**src/rtl/cp0_bus_master_pkg.sv**
```systemverilog
// Shared types and defaults for the CP0 register bus initiator.
package cp0_bus_master_pkg;

  // Default bus geometry: 32-bit data, 16 CP0 registers.
  localparam int CP0_DATA_SIZE_DEF = 32;
  localparam int CP0_ADDR_SIZE_DEF = 4;

  // Width of the shared wait/busy counter.
  localparam int CP0_TIMER_W = 8;

  // Sequencer state encodings.
  typedef enum logic [2:0] {
    CP0M_IDLE = 3'd0,
    CP0M_RD   = 3'd1,
    CP0M_WAIT = 3'd2,
    CP0M_WR   = 3'd3,
    CP0M_RESP = 3'd4
  } cp0m_state_t;

endpackage

```
**src/rtl/cp0_bus_master_if.sv**
```systemverilog
// Request/response handshake plus CP0 bus signals, seen from the initiator
// (master) or from the requester/bus side (slave).
interface cp0_bus_master_if
  import cp0_bus_master_pkg::*;
#(
  parameter int CP0_DATA_SIZE = CP0_DATA_SIZE_DEF,
  parameter int CP0_ADDR_SIZE = CP0_ADDR_SIZE_DEF
) ();

  // Request side (from the RSP scalar unit)
  logic                     req_valid;
  logic                     req_ready;
  logic                     req_write;
  logic [CP0_ADDR_SIZE-1:0] req_addr;
  logic [CP0_DATA_SIZE-1:0] req_wdata;

  // Response side
  logic                     rsp_valid;
  logic [CP0_DATA_SIZE-1:0] rsp_rdata;
  logic                     rsp_timeout;

  // CP0 register bus
  logic [CP0_ADDR_SIZE-1:0] cp0_address;
  logic                     cp0_read;
  logic                     cp0_write;
  logic [CP0_DATA_SIZE-1:0] cp0_wdata;
  logic                     cp0_wdata_en;
  logic [CP0_DATA_SIZE-1:0] cp0_data_in;
  logic                     cp0_busy;

  modport master (
    input  req_valid, req_write, req_addr, req_wdata, cp0_data_in, cp0_busy,
    output req_ready, rsp_valid, rsp_rdata, rsp_timeout,
    output cp0_address, cp0_read, cp0_write, cp0_wdata, cp0_wdata_en
  );

  modport slave (
    output req_valid, req_write, req_addr, req_wdata, cp0_data_in, cp0_busy,
    input  req_ready, rsp_valid, rsp_rdata, rsp_timeout,
    input  cp0_address, cp0_read, cp0_write, cp0_wdata, cp0_wdata_en
  );

endinterface

```
**src/rtl/cp0_bus_timer.sv**
```systemverilog
// 8-bit cycle counter shared by the read-turnaround wait and the busy
// timeout. expire flags the cycle whose count equals 'last'.
module cp0_bus_timer
  import cp0_bus_master_pkg::*;
(
  input  logic                   clk,
  input  logic                   reset_l,
  input  logic                   clear,
  input  logic                   inc,
  input  logic [CP0_TIMER_W-1:0] last,
  output logic                   expire
);

  logic [CP0_TIMER_W-1:0] count_reg;

  // Count up while inc is high; clear wins so a new phase always starts at 0.
  always_ff @(posedge clk or negedge reset_l) begin
    if (!reset_l) begin
      count_reg <= '0;
    end else if (clear) begin
      count_reg <= '0;
    end else if (inc) begin
      count_reg <= count_reg + 1'b1;
    end
  end

  assign expire = (count_reg == last);

endmodule

```
**src/rtl/cp0_bus_master.sv**
```systemverilog
// Initiator for the shared CP0 register bus: takes one read/write request at
// a time, runs the strobe phase (stretched by cp0_busy, bounded by TIMEOUT),
// waits READ_LAT cycles for read data, and returns a single response pulse.
module cp0_bus_master
  import cp0_bus_master_pkg::*;
#(
  parameter int CP0_DATA_SIZE = CP0_DATA_SIZE_DEF,
  parameter int CP0_ADDR_SIZE = CP0_ADDR_SIZE_DEF,
  parameter int READ_LAT      = 1,   // 1..7
  parameter int TIMEOUT       = 64   // 2..255
) (
  input  logic                  clk,
  input  logic                  reset_l,
  cp0_bus_master_if.master      bus
);

  // Terminal counts: the wait phase ends on its READ_LAT-th cycle, the
  // strobe aborts on its TIMEOUT-th consecutive busy cycle.
  localparam logic [CP0_TIMER_W-1:0] READ_LAT_LAST = CP0_TIMER_W'(READ_LAT - 1);
  localparam logic [CP0_TIMER_W-1:0] TIMEOUT_LAST  = CP0_TIMER_W'(TIMEOUT - 1);

  cp0m_state_t state_reg, state_next;

  logic                     req_ready_reg,    req_ready_next;
  logic                     rsp_valid_reg,    rsp_valid_next;
  logic [CP0_DATA_SIZE-1:0] rsp_rdata_reg,    rsp_rdata_next;
  logic                     rsp_timeout_reg,  rsp_timeout_next;
  logic [CP0_ADDR_SIZE-1:0] cp0_address_reg,  cp0_address_next;
  logic                     cp0_read_reg,     cp0_read_next;
  logic                     cp0_write_reg,    cp0_write_next;
  logic [CP0_DATA_SIZE-1:0] cp0_wdata_reg,    cp0_wdata_next;
  logic                     cp0_wdata_en_reg, cp0_wdata_en_next;

  logic                   accept;
  logic                   timer_clear;
  logic                   timer_inc;
  logic                   timer_expire;
  logic [CP0_TIMER_W-1:0] timer_last;

  assign accept      = bus.req_valid && req_ready_reg;
  assign timer_last  = (state_reg == CP0M_WAIT) ? READ_LAT_LAST : TIMEOUT_LAST;
  // Any state change starts a fresh count, so both RD/WR and WAIT begin at 0.
  assign timer_clear = (state_next != state_reg);

  cp0_bus_timer u_timer (
    .clk     (clk),
    .reset_l (reset_l),
    .clear   (timer_clear),
    .inc     (timer_inc),
    .last    (timer_last),
    .expire  (timer_expire)
  );

  // Next-state logic; every output register is derived from the state being
  // entered so the bus and response pins come straight off flops.
  always_comb begin
    state_next       = state_reg;
    timer_inc        = 1'b0;
    rsp_rdata_next   = '0;
    rsp_timeout_next = 1'b0;
    cp0_address_next = cp0_address_reg;
    cp0_wdata_next   = cp0_wdata_reg;

    case (state_reg)
      CP0M_IDLE, CP0M_RESP: begin
        if (accept) begin
          cp0_address_next = bus.req_addr;
          if (bus.req_write) begin
            cp0_wdata_next = bus.req_wdata;
            state_next     = CP0M_WR;
          end else begin
            state_next     = CP0M_RD;
          end
        end else begin
          state_next = CP0M_IDLE;
        end
      end

      CP0M_RD, CP0M_WR: begin
        if (!bus.cp0_busy) begin
          // Reads move on to the turnaround; writes complete with zero data.
          state_next = (state_reg == CP0M_RD) ? CP0M_WAIT : CP0M_RESP;
        end else begin
          timer_inc = 1'b1;
          if (timer_expire) begin
            state_next       = CP0M_RESP;
            rsp_timeout_next = 1'b1;
            rsp_rdata_next   = '1;
          end
        end
      end

      CP0M_WAIT: begin
        // cp0_busy is deliberately ignored here: the slave already took the strobe.
        timer_inc = 1'b1;
        if (timer_expire) begin
          rsp_rdata_next = bus.cp0_data_in;
          state_next     = CP0M_RESP;
        end
      end

      default: state_next = CP0M_IDLE;
    endcase

    req_ready_next    = (state_next == CP0M_IDLE) || (state_next == CP0M_RESP);
    rsp_valid_next    = (state_next == CP0M_RESP);
    cp0_read_next     = (state_next == CP0M_RD);
    cp0_write_next    = (state_next == CP0M_WR);
    cp0_wdata_en_next = (state_next == CP0M_WR);
  end

  // State and output registers; reset drops strobes and tristate enable at once.
  always_ff @(posedge clk or negedge reset_l) begin
    if (!reset_l) begin
      state_reg        <= CP0M_IDLE;
      req_ready_reg    <= 1'b0;
      rsp_valid_reg    <= 1'b0;
      rsp_rdata_reg    <= '0;
      rsp_timeout_reg  <= 1'b0;
      cp0_address_reg  <= '0;
      cp0_read_reg     <= 1'b0;
      cp0_write_reg    <= 1'b0;
      cp0_wdata_reg    <= '0;
      cp0_wdata_en_reg <= 1'b0;
    end else begin
      state_reg        <= state_next;
      req_ready_reg    <= req_ready_next;
      rsp_valid_reg    <= rsp_valid_next;
      rsp_rdata_reg    <= rsp_rdata_next;
      rsp_timeout_reg  <= rsp_timeout_next;
      cp0_address_reg  <= cp0_address_next;
      cp0_read_reg     <= cp0_read_next;
      cp0_write_reg    <= cp0_write_next;
      cp0_wdata_reg    <= cp0_wdata_next;
      cp0_wdata_en_reg <= cp0_wdata_en_next;
    end
  end

  assign bus.req_ready    = req_ready_reg;
  assign bus.rsp_valid    = rsp_valid_reg;
  assign bus.rsp_rdata    = rsp_rdata_reg;
  assign bus.rsp_timeout  = rsp_timeout_reg;
  assign bus.cp0_address  = cp0_address_reg;
  assign bus.cp0_read     = cp0_read_reg;
  assign bus.cp0_write    = cp0_write_reg;
  assign bus.cp0_wdata    = cp0_wdata_reg;
  assign bus.cp0_wdata_en = cp0_wdata_en_reg;

endmodule

```
**src/flat_wrapper.sv**
```systemverilog
// flat-port wrapper written by rule: the top's interface ports become plain ports
module cp0_bus_master_flat import cp0_bus_master_pkg::*;
#(
  parameter int CP0_DATA_SIZE = CP0_DATA_SIZE_DEF,
  parameter int CP0_ADDR_SIZE = CP0_ADDR_SIZE_DEF,
  parameter int READ_LAT      = 1,          
  parameter int TIMEOUT       = 64            
)
  (clk, reset_l, bus_req_valid, bus_req_write, bus_req_addr, bus_req_wdata, bus_cp0_data_in, bus_cp0_busy, bus_req_ready, bus_rsp_valid, bus_rsp_rdata, bus_rsp_timeout, bus_cp0_address, bus_cp0_read, bus_cp0_write, bus_cp0_wdata, bus_cp0_wdata_en);
  cp0_bus_master_if #(.CP0_DATA_SIZE(CP0_DATA_SIZE), .CP0_ADDR_SIZE(CP0_ADDR_SIZE)) bus_i ();
  input  logic clk;
  input  logic reset_l;
  input wire logic [$bits(bus_i.req_valid)-1:0] bus_req_valid;
  input wire logic [$bits(bus_i.req_write)-1:0] bus_req_write;
  input wire logic [$bits(bus_i.req_addr)-1:0] bus_req_addr;
  input wire logic [$bits(bus_i.req_wdata)-1:0] bus_req_wdata;
  input wire logic [$bits(bus_i.cp0_data_in)-1:0] bus_cp0_data_in;
  input wire logic [$bits(bus_i.cp0_busy)-1:0] bus_cp0_busy;
  output wire logic [$bits(bus_i.req_ready)-1:0] bus_req_ready;
  output wire logic [$bits(bus_i.rsp_valid)-1:0] bus_rsp_valid;
  output wire logic [$bits(bus_i.rsp_rdata)-1:0] bus_rsp_rdata;
  output wire logic [$bits(bus_i.rsp_timeout)-1:0] bus_rsp_timeout;
  output wire logic [$bits(bus_i.cp0_address)-1:0] bus_cp0_address;
  output wire logic [$bits(bus_i.cp0_read)-1:0] bus_cp0_read;
  output wire logic [$bits(bus_i.cp0_write)-1:0] bus_cp0_write;
  output wire logic [$bits(bus_i.cp0_wdata)-1:0] bus_cp0_wdata;
  output wire logic [$bits(bus_i.cp0_wdata_en)-1:0] bus_cp0_wdata_en;
  assign bus_i.req_valid = bus_req_valid;
  assign bus_i.req_write = bus_req_write;
  assign bus_i.req_addr = bus_req_addr;
  assign bus_i.req_wdata = bus_req_wdata;
  assign bus_i.cp0_data_in = bus_cp0_data_in;
  assign bus_i.cp0_busy = bus_cp0_busy;
  assign bus_req_ready = bus_i.req_ready;
  assign bus_rsp_valid = bus_i.rsp_valid;
  assign bus_rsp_rdata = bus_i.rsp_rdata;
  assign bus_rsp_timeout = bus_i.rsp_timeout;
  assign bus_cp0_address = bus_i.cp0_address;
  assign bus_cp0_read = bus_i.cp0_read;
  assign bus_cp0_write = bus_i.cp0_write;
  assign bus_cp0_wdata = bus_i.cp0_wdata;
  assign bus_cp0_wdata_en = bus_i.cp0_wdata_en;
  cp0_bus_master #(.CP0_DATA_SIZE(CP0_DATA_SIZE), .CP0_ADDR_SIZE(CP0_ADDR_SIZE), .READ_LAT(READ_LAT), .TIMEOUT(TIMEOUT)) u_core (.clk(clk), .reset_l(reset_l), .bus(bus_i));
endmodule
```
**config.mk**
```make
export PLATFORM = sky130hd
export DESIGN_NAME = cp0_bus_master_flat
export DESIGN_NICKNAME = d
export VERILOG_FILES = /design/src/rtl/cp0_bus_master_pkg.sv /design/src/rtl/cp0_bus_master_if.sv /design/src/rtl/cp0_bus_timer.sv /design/src/rtl/cp0_bus_master.sv /design/src/flat_wrapper.sv
export SDC_FILE = /design/constraint.sdc
export NUM_CORES = 1
export LEC_CHECK = 0
export ABC_AREA = 1
export CORE_MARGIN = 10
export CORE_UTILIZATION = 45
export CTS_CLUSTER_DIAMETER = 80
export DETAILED_ROUTE_END_ITERATION = 8
export MAX_ROUTING_LAYER = met4
export PLACE_DENSITY = 0.86
export SLEW_MARGIN = 15
export SYNTH_ARGS = -nofsm -noshare
export SYNTH_HDL_FRONTEND = slang
export SYNTH_SLANG_ARGS = --single-unit
```
**constraint.sdc**
```tcl
create_clock -name clk -period 3.52 [get_ports clk]
set_clock_uncertainty 0.1 [all_clocks]
set_input_delay 0.704 -clock clk [delete_from_list [all_inputs] [get_ports clk]]
set_output_delay 0.704 -clock clk [all_outputs]
set_load 0.03 [all_outputs]
```
==> metrics.md <==
| Metric | Value |
|---|---|
| Status | finished, final reports clean |
| IR drop worst, VDD | between 0.0002 and 0.0003 V |
| Antenna violations before repair | 0 |
| Placer Congestion | a little over 0.8 |
| CP Capture Type | register |
| Die footprint | 11100 µm² |
| Core area | between 7000 and 8000 µm² |
| Fin crit period | about 2.3 ns |
| Met2 GRT Util | 27.2% |
| Hold Crit Class | register to register |
| DR DRC count | 0 |
| Leakage | 2.56 nW |
| Simple-gate share of the synthesized area | between 20% and 30% |
| GRT busiest layer | met2 |
| Worst skew pair latency | ~0.34 ns |
| Placed wire-length estimate | between 7000 and 8000 µm |
| Critical Path RT | 3.64 ns |
| H-tree levels | 3 |
| Max-cap viol count | 0 |
| DRT antenna net count | 0 |
| Fin crit share | 65.3% |
| Avg Cell Area, Syn | around 9.4 µm² |
| Synth Warn # | 0 |
| Sequential-to-total area share from yosys stat | between 60% and 70% |
| Compound-gate portion of the synthesized area | under 10% |
| DP Cell Count | 585 |
| Mux share of post-synthesis cell area | less than 1% |
| Layout fillers | 530 |
| Fin util | 70.4% |
| Port bufs | 146 |
| Syn Inst Count | about 350 |
| ANT cells | 0 |
| Largest net degree at the start of global routing | 85 |
| Std-Cell Rows | 31 |
| Synthesized-area fraction occupied by xor and xnor cells | about 1.9% |
| CTS hold repair buffers | 0 |
| Worst path max stage delay | around 0.57 ns |
| Flops & latches, synth | between 80 and 90 |
| CTS max path bufs | 2 |
| Die H | around 110 µm |
| Met3 Use GR | approximately 5.6% |
| Final Hold Vio Count | 0 |
| Worst Path Max Fanout | 35 |
| Unrepaired setup endpoints after global routing | false |
| Global-route wire length before repair | approximately 15000 µm |
| Remaining global-route overflow | 0 |
| Worst-Margin Slew | about 1.0 ns |
| Routed length per placed instance | ~15 µm |
| Critical-path cell list | clkdlybuf4s50_1 > nand2_1 > clkinv_1 > nand4_2 > nand2_2 > nor2_2 > nand2_4 > nor2_1 |
| Post-synthesis net count | approximately 430 |
| Cts repair resizes | 0 |
| Startpoint Class | primary input |
| Final std cells w/o fill | ~600 |
| Vias per inst | ~4.7 |
| Largest family of logic cells by synthesized area | simple AND/OR/NAND/NOR gates |
| Mapped Area | approximately 3300 µm² |
| Setup slack after layout | about 1.2 ns |
| Pre-antenna DRT Iters | 4 |
| Setup CP Type | primary input to register |
| Final wirelength | 9230 µm |
| Starting DRT DRC Count | around 120 |
| GRT met1 Usage | roughly a fifth |
| Vias in the first global route | just under 3000 |
| Area growth syn-to-layout | 53.8% |
| Final setup violation count | 0 |
| Data arrival, critical path | between 2 and 2.5 ns |
| Postcts setup bufs | 0 |
| GRT Resource Usage Total | roughly 17% |
| Initial Utilization | between 40% and 50% |
| Power Density | a little over 800 nW/µm² |
| Design Power | about 4.2 mW |
| Share of cells above drive strength 1 | under 10% |
| IO Pins | about 150 |
| Cts bufs inserted | 9 |
| Final nets | roughly 570 |
| Clk slew on worst S/H paths | around 0.080 ns |
| Slew HR | 31.2% |
| Commonest non-fill, non-tap cell in the layout | clkdlybuf4s50_1 |
| Final Cell Area | between 5000 and 6000 µm² |
| Most frequent cells in the layout | 145 x clkdlybuf4s50_1, 123 x nand2_1, 84 x dfrtp_1, 46 x inv_1, 33 x o21ai_0 |
| F_max | 0.435 GHz |
| CP max-delay cell | nand4_2 |
| Library cells used by synthesis | 24 |
| Setup TNS | 0 ns |
| Min Hold Slack | ~0.37 ns |
| # clock sinks | 84 |
| Vias post-DR | between 2000 and 3000 |
| Post-DP Area | 4820 µm² |
| Clk root buf | clkbuf_8 |
| Synth Area in Adders | 0.381% |
| TritonCTS clock tree | yes |
| Final Max Slew Viols | 0 |
| Worst slack at placement | around 0.85 ns |
| Die width | between 100 and 150 µm |
## kinds of logic after synthesis
kind of cell | Yosys count
simple gates | 164
flops | 84
buf+inv | 61
compound gates | 33
xor+xnor | 7
mux | 1
fa+ha+maj | 1
## synthesized netlist by cell type
library cell | instances | area, µm²
nand2_1 | 123 | 462
nand4_2 | 1 | 12.5
nand3_2 | 1 | 10.0
clkinv_1 | 1 | 3.75
nor2_1 | 19 | 71.3
buf_4 | 1 | 7.51
inv_1 | 46 | 173
buf_2 | 6 | 30.0
mux2i_1 | 1 | 10.0
nand2_4 | 1 | 11.3
dfrtp_1 | 84 | 2100
nand2_2 | 4 | 25.0
xor2_1 | 6 | 52.6
nor2_2 | 2 | 12.5
clkbuf_2 | 3 | 15.0
ha_1 | 1 | 12.5
inv_2 | 1 | 3.75
nand4_1 | 3 | 18.8
o21ai_0 | 33 | 165
nor2_4 | 1 | 11.3
nor3_4 | 1 | 16.3
xnor2_1 | 1 | 8.76
nand3_1 | 8 | 40.0
clkbuf_1 | 3 | 11.3
## report_power, final
part           leakage (nW)  switching [mW]  internal [mW]
registers              1.11           0.164           1.28
logic                  1.34            1.19          0.753
clock network         0.120           0.339          0.441
## metal layers
metal	up-vias	share of wire, %
met5	-	0
met4	0	1.1
met3	10	8.1
met2	120	47
met1	1316	43
li1	1353	-
## layout make-up
type / instances / area [µm²] / area share [%]
flip-flops and latches: 84 / 2100 / 41.6
repair buffers: 148 / 1470 / 29.2
inverters: 48 / 180 / 3.57
clock buffers: 11 / 151 / 3.00
well taps: 99 / 124 / 2.45
clock inverters: 5 / 82.6 / 1.63
multi-input cells: 206 / 940 / 18.6
## final timing paths
check,depth (start not counted),from,slack (ns),to
worst max-delay path,8,bus_cp0_busy,1.22,u_core.u_timer.count_reg[3]
worst max register to register,8,u_core.state_reg[2],1.34,u_core.u_timer.count_reg[3]
min in group asynchronous,1,reset_l,0.43,u_core.bus.cp0_wdata[14]
max in group asynchronous,1,reset_l,2.23,u_core.u_timer.count_reg[2]
worst min register to register,2,u_core.bus.cp0_wdata[6],0.37,u_core.bus.cp0_wdata[6]
worst min-delay path,2,u_core.bus.cp0_wdata[6],0.37,u_core.bus.cp0_wdata[6]
## critical path: cells and delay by family
family / cells / cell delay [ns]
and+or+nand+nor: 6 / 1.14
buffers and inverters: 2 / 0.57
No activity file was read; power rests on OpenSTA's default activity.
